## config.mk

```make
export PLATFORM = sky130hd
export DESIGN_NAME = enc_scan_n_flat
export DESIGN_NICKNAME = d
export VERILOG_FILES = /design/src/rtl/enc_pkg.sv /design/src/rtl/enc_scan_n_if.sv /design/src/rtl/enc_prio_n.sv /design/src/rtl/enc_scan_n.sv /design/src/flat_wrapper.sv
export SDC_FILE = /design/constraint.sdc
export NUM_CORES = 1
export LEC_CHECK = 0
export ABC_AREA = 1
export ABC_CLOCK_PERIOD_IN_PS = 2200
export CORE_MARGIN = 1.5
export CORE_UTILIZATION = 52
export DETAILED_ROUTE_END_ITERATION = 8
export PLACE_DENSITY = 0.83
export SLEW_MARGIN = 10
export SYNTH_ARGS = -nofsm -noshare
export SYNTH_HDL_FRONTEND = slang
export SYNTH_SLANG_ARGS = --single-unit
```

## constraint.sdc

```tcl
create_clock -name clk -period 2.2 [get_ports clk]
set_input_delay 0.44 -clock clk [delete_from_list [all_inputs] [get_ports clk]]
set_output_delay 0.44 -clock clk [all_outputs]
set_load 0.02 [all_outputs]
```

## src/rtl/enc_pkg.sv

```systemverilog
// enc_pkg: shared state encoding and width check for the enc_scan_n index serialiser.
package enc_pkg;
   typedef enum logic [1:0] {ST_IDLE = 2'd0, ST_SCAN = 2'd1, ST_FIN = 2'd2} state_t;
   function automatic bit fits_width(input int n, input int w);
      return n >= 2 && n <= (1 << w);
   endfunction
endpackage

```

## src/rtl/enc_scan_n_if.sv

```systemverilog
// enc_scan_n_if: request capture and index valid/ready bundle for enc_scan_n.
interface enc_scan_n_if #(parameter int N = 8, parameter int W = 3);
   logic         en;
   logic         load;
   logic [N-1:0] a;
   logic         y_ready;
   logic [W-1:0] y;
   logic         y_valid;
   logic [W:0]   cnt;
   logic         busy;
   logic         done;
   modport master(output en, load, a, y_ready, input y, y_valid, cnt, busy, done);
   modport slave(input en, load, a, y_ready, output y, y_valid, cnt, busy, done);
endinterface

```

## src/rtl/enc_prio_n.sv

```systemverilog
// enc_prio_n: combinational priority encoder, lowest or highest set bit per MSB_FIRST.
module enc_prio_n #(
   parameter int N         = 8,
   parameter int W         = 3,
   parameter bit MSB_FIRST = 1'b0
) (
   input  logic [N-1:0] i_pend,
   output logic [W-1:0] o_idx,
   output logic         o_any
);
   // Later iterations override earlier ones, so the walk runs toward the winning end.
   always_comb begin
      o_idx = '0;
      for (int i = 0; i < N; i++)
         if (i_pend[MSB_FIRST ? i : N - 1 - i]) o_idx = W'(MSB_FIRST ? i : N - 1 - i);
   end
   assign o_any = |i_pend;
endmodule

```

## src/rtl/enc_scan_n.sv

```systemverilog
// enc_scan_n: captures an N-bit request vector and streams its set-bit indices over valid/ready.
// Define ENC_SCAN_MSB_FIRST_EN to emit the highest index first instead of the lowest.
module enc_scan_n
   import enc_pkg::*;
#(
   parameter int N = 8,
   parameter int W = 3
) (
   input logic         clk,
   input logic         rst,
   enc_scan_n_if.slave io_enc
);
   if (!fits_width(N, W)) begin : g_chk
      $error("enc_scan_n: need 2 <= N <= 2**W");
   end
`ifdef ENC_SCAN_MSB_FIRST_EN
   localparam bit MSB_FIRST = 1'b1;
`else
   localparam bit MSB_FIRST = 1'b0;
`endif
   state_t       r_state, w_nxt;
   logic [N-1:0] r_pend, w_clr;
   logic [W:0]   r_cnt;
   logic [W-1:0] w_idx;
   logic         w_any, w_busy, w_load, w_xfer, w_last;

   enc_prio_n #(.N(N), .W(W), .MSB_FIRST(MSB_FIRST)) u_prio (
      .i_pend(r_pend),
      .o_idx (w_idx),
      .o_any (w_any)
   );

   assign w_busy = r_state == ST_SCAN;
   assign w_load = r_state == ST_IDLE && io_enc.en && io_enc.load;
   assign w_xfer = w_busy && w_any && io_enc.y_ready && io_enc.en;
   assign w_clr  = N'(1) << w_idx;
   assign w_last = ~|(r_pend & ~w_clr);

   always_ff @(posedge clk or posedge rst)
      if (rst) r_state <= ST_IDLE;
      else     r_state <= w_nxt;

   always_comb begin
      w_nxt = r_state;
      unique case (r_state)
         ST_IDLE: w_nxt = w_load ? (|io_enc.a ? ST_SCAN : ST_FIN) : ST_IDLE;
         ST_SCAN: w_nxt = w_xfer && w_last ? ST_FIN : ST_SCAN;
         ST_FIN:  w_nxt = io_enc.en ? ST_IDLE : ST_FIN;
         default: w_nxt = ST_IDLE;
      endcase
   end

   always_comb begin
      io_enc.busy    = w_busy;
      io_enc.y_valid = w_busy;
      io_enc.y       = w_busy ? w_idx : '0;
      io_enc.done    = r_state == ST_FIN && io_enc.en;
      io_enc.cnt     = r_cnt;
   end

   always_ff @(posedge clk or posedge rst)
      if (rst) begin
         r_pend <= '0;
         r_cnt  <= '0;
      end else if (w_load) begin
         r_pend <= io_enc.a;
         r_cnt  <= '0;
      end else if (w_xfer) begin
         r_pend <= r_pend & ~w_clr;
         r_cnt  <= r_cnt == (W+1)'(N) ? r_cnt : r_cnt + 1'b1;
      end
endmodule
```

## src/flat_wrapper.sv

```systemverilog
// flat-port wrapper written by rule: the top's interface ports become plain ports
module enc_scan_n_flat import enc_pkg::*;
#(
   parameter int N = 8,
   parameter int W = 3
)
  (clk, rst, io_enc_en, io_enc_load, io_enc_a, io_enc_y_ready, io_enc_y, io_enc_y_valid, io_enc_cnt, io_enc_busy, io_enc_done);
  enc_scan_n_if #(.N(N), .W(W)) io_enc_i ();
  input logic clk;
  input logic rst;
  input wire logic [$bits(io_enc_i.en)-1:0] io_enc_en;
  input wire logic [$bits(io_enc_i.load)-1:0] io_enc_load;
  input wire logic [$bits(io_enc_i.a)-1:0] io_enc_a;
  input wire logic [$bits(io_enc_i.y_ready)-1:0] io_enc_y_ready;
  output wire logic [$bits(io_enc_i.y)-1:0] io_enc_y;
  output wire logic [$bits(io_enc_i.y_valid)-1:0] io_enc_y_valid;
  output wire logic [$bits(io_enc_i.cnt)-1:0] io_enc_cnt;
  output wire logic [$bits(io_enc_i.busy)-1:0] io_enc_busy;
  output wire logic [$bits(io_enc_i.done)-1:0] io_enc_done;
  assign io_enc_i.en = io_enc_en;
  assign io_enc_i.load = io_enc_load;
  assign io_enc_i.a = io_enc_a;
  assign io_enc_i.y_ready = io_enc_y_ready;
  assign io_enc_y = io_enc_i.y;
  assign io_enc_y_valid = io_enc_i.y_valid;
  assign io_enc_cnt = io_enc_i.cnt;
  assign io_enc_busy = io_enc_i.busy;
  assign io_enc_done = io_enc_i.done;
  enc_scan_n #(.N(N), .W(W)) u_core (.clk(clk), .rst(rst), .io_enc(io_enc_i));
endmodule
```

==> impl_metrics.py, run 1 <==
metrics = {
    "clocking": {
        "cts.path.max_buffers": 2,
        "post_cts_buffers": 0,
        "htreeDepth": 1,
        "clkTransAtPathRegs_ns": 0.10,
        "clkLatencyLatePin_ns": 0.29,
        "cts_tree": "yes",
        "clockRootBuffer": "clkbuf_4",
        "clock-sinks": 14,
        "numCtsBuffers": 3,
    },
    "cells_and_area": {
        "final_common_cell": "nand2_1",
        "n_antenna_cell": 0,
        "seqCellArea_um2": 352,
        "multi_input_area_um2": 527,
        "finalInstanceArea_um2": 1260,
        "fillers": 161,
        "layout-drive-gt1-share": 0.156,
        "final_cell_mix": "nand2_1 (39), clkdlybuf4s50_1 (19), inv_1 (18)",
        "num-nets-final": 176,
        "area_delta_synth_final_pct": 29.7,
        "utilization": 0.723,
    },
    "setup_path": {
        "critPathBufInv": 2,
        "worstSetupPathType": "input pin to primary output",
        "cp_cell_sequence": "clkdlybuf4s50_1 > nand2_1 > nor2_1 > clkdlybuf4s50_1",
        "worstPathArrival_ns": 1.69,
        "cpMaxStageDelayCell": "clkdlybuf4s50_1",
        "cp_slowest_stage_delay_ns": 0.61,
        "critPathTopFamily": "buffers and inverters",
        "start_kind": "input pin",
        "cp_common_cell": "clkdlybuf4s50_1",
        "critical_path_required_ns": 1.76,
        "cp-end-kind": "primary output",
        "path_max_fanout": 2,
        "r2r_slack_ns": 0.70,
    },
    "power_and_ir_drop": {
        "seq_power_share": 0.282,
        "ir_worst_vdd_mv": 0.778,
        "power_frac_comb": 0.613,
        "switchingPower_w": 0.000896,
        "p_clk_frac": 0.106,
        "switching_share": 0.498,
        "leakage_nw": 0.613,
        "p_int_w": 0.000903,
        "pwr_density_cell_nw_per_um2": 1430,
    },
    "synth": {
        "yosysTopAreaCell": "dfrtp_1",
        "yosysUniqueCellTypes": 27,
        "syn_nets": 149,
        "yosysSeqAreaShare": 0.360,
        "synth.top_cell.area_share": 0.360,
        "ys_warn_count": 0,
        "synth.area.top_cells": "dfrtp_1 (36%), nand2_1 (15%), inv_1 (6.9%), nand2_4 (5.8%), o211ai_1 (5.4%)",
        "ys_ff_latch": 14,
        "syn_area_per_cell_um2": 7.26,
        "syn-cell-area_um2": 973,
        "syn_inst": 134,
    },
    "placed_design": {
        "dpl-instance-area_um2": 1230,
        "hpwl_um": 1790,
        "dp_worst_setup_slack_ns": 0.0615,
        "io_buffer_count": 22,
        "globalplace.congestion": 0.915,
    },
    "global_routing": {
        "grt_max_degree": 15,
        "track_usage": 0.241,
        "grt_overflow_total": 0,
        "grt_pass1_vias": 888,
        "grt_pass1_wl_um": 3700,
        "antenna_found_initial": 0,
    },
    "detailed_routing": {
        "final_antenna_net_count": 0,
        "wl_um": 2170,
        "drc_errors": 0,
        "wl_per_cell_um": 11.7,
        "detail_route.vias_per_cell": 5.15,
        "drtPass1Iterations": 4,
        "drt_iter0_drc": 20,
        "vias": 953,
    },
    "floorplan": {
        "initial_core_util": 0.558,
        "num_rows": 15,
        "dieHeight_um": 46.3,
        "coreArea_um2": 1750,
        "dieArea_um2": 2140,
        "io-pin-count": 23,
        "die_x_um": 46.3,
    },
    "timing": {
        "setup_slack_ns": 0.0737,
        "drv_slew": 0,
        "slew_headroom": 0.639,
        "fin_hold_ws_ns": 0.479,
        "finalHoldViolCount": 0,
        "fmax_mhz": 470,
        "worst_slew_pin_slew_ns": 0.541,
        "finalCritPeriodShare": 0.967,
        "grt_setup_unrepaired": "false",
        "setup_viol": 0,
        "period_needed_ns": 2.13,
        "fin_setup_tns_ns": 0,
        "fin_worst_skew_ns": 0.0128,
    },
    "job": {
        "maxCapViolCount": 0,
    },
    "run_status": {
        "status": "completed",
    },
    "hold_path": {
        "min_path_type": "input pin to asynchronous set/reset pin",
    },
}
## cell families (layout without fill, tap and decap cells)
logic type | after synthesis | count (layout) | share of synthesized area
and+or+nand+nor | 75 | 75 | 0.388
buffers and inverters | 24 | 50 | 0.0990
AOI/OAI and AO/OA | 19 | 19 | 0.127
DFF | 14 | 14 | 0.360
adders and majority gates | 2 | 2 | 0.0257
## metrics by stage
step | total power [W] | cells
2_1_floorplan | 0.00128 | 134
3_3_place_gp | 0.00160 | 181
3_5_place_dp | 0.00164 | 181
4_1_cts | 0.00181 | 185
5_1_grt | 0.00195 | 185
6_report | 0.00180 | 185
## worst reg2reg max path, stage by stage (launching register included)
cell,delay [ns]
dfrtp_1,0.45
nor2_2,0.14
inv_1,0.05
nor2_2,0.15
nand2_4,0.08
nand2_4,0.12
nand2_4,0.08
nand2_4,0.08
inv_4,0.05
nand2_2,0.06
a21oi_2,0.05
o21a_1,0.10
## power by group through the flow
| stage | logic (W) | registers [W] | clock network, W |
|---|---|---|---|
| 3_3_place_gp | 0.00110 | 0.000499 | 0 |
| 6_report | 0.00110 | 0.000507 | 0.000190 |
| 2_1_floorplan | 0.000759 | 0.000521 | 0 |
| 4_1_cts | 0.00111 | 0.000504 | 0.000193 |
| 5_1_grt | 0.00123 | 0.000525 | 0.000201 |
| 3_5_place_dp | 0.00114 | 0.000507 | 0 |
## path summary, 6_finish.rpt
kind	from	to	cells past startpoint
max in group asynchronous	rst	u_core.r_pend[5]	2
max reg2reg	u_core.r_pend[4]	u_core.io_enc.cnt[2]	11
min in group clk	u_core.r_state[1]	u_core.r_state[0]	3
min reg2reg	u_core.r_state[1]	u_core.r_state[0]	3
max	io_enc_en	io_enc_done	4
min	rst	u_core.io_enc.cnt[2]	2
## final cells by class
cell class                      count  area share
Clock buffer                        4      0.0287
Inverter                           22      0.0674
Multi-Input combinational cell     96       0.417
Sequential cell                    14       0.278
Tap cell                           25      0.0248
Timing Repair Buffer               24       0.183
## synthesized netlist by cell type
| master | n |
|---|---|
| clkinv_1 | 1 |
| nor2_2 | 4 |
| a211oi_1 | 1 |
| clkbuf_1 | 1 |
| nor4_1 | 2 |
| o211ai_1 | 7 |
| nor2_4 | 2 |
| nand2_4 | 5 |
| nor3_1 | 2 |
| ha_1 | 2 |
| nand4_1 | 2 |
| a21oi_1 | 1 |
| nand2_2 | 2 |
| nand3_1 | 6 |
| nand2_1 | 39 |
| o21ai_1 | 1 |
| o22ai_1 | 2 |
| inv_1 | 18 |
| inv_2 | 2 |
| a21oi_2 | 1 |
| nand4_2 | 1 |
| nor2_1 | 10 |
| dfrtp_1 | 14 |
| inv_4 | 1 |
| buf_4 | 1 |
| o21a_1 | 1 |
| o21ai_0 | 5 |
## per-layer routing
metal  vias to the layer above  track usage  routed length [um]
li1                        483            -                   -
met1                       448        0.293                 942
met2                        18        0.414                1110
met3                         4       0.0392                  80
met4                         0        0.103                  33
met5                         -            0                   0
## registers in the layout, summed over array words and instances (netlist names)
| name | flops |
|---|---|
| u_core.r_state | 2 |
| u_core.io_enc.cnt | 4 |
| u_core.r_pend | 8 |
## repair_timing
item	in CTS	in global routing
endpoints found under the hold margin	0	0
hold buffers	0	0
endpoints found under the setup margin	3	0
resized for setup	4	0
No activity file was read; power rests on OpenSTA's default activity.
==> run 2: changes to the inputs <==
- GPL_ROUTABILITY_DRIVEN: not set -> 0
==> results of run 2 <==
The final DEF is identical to that of run 1; final timing and power are the same.
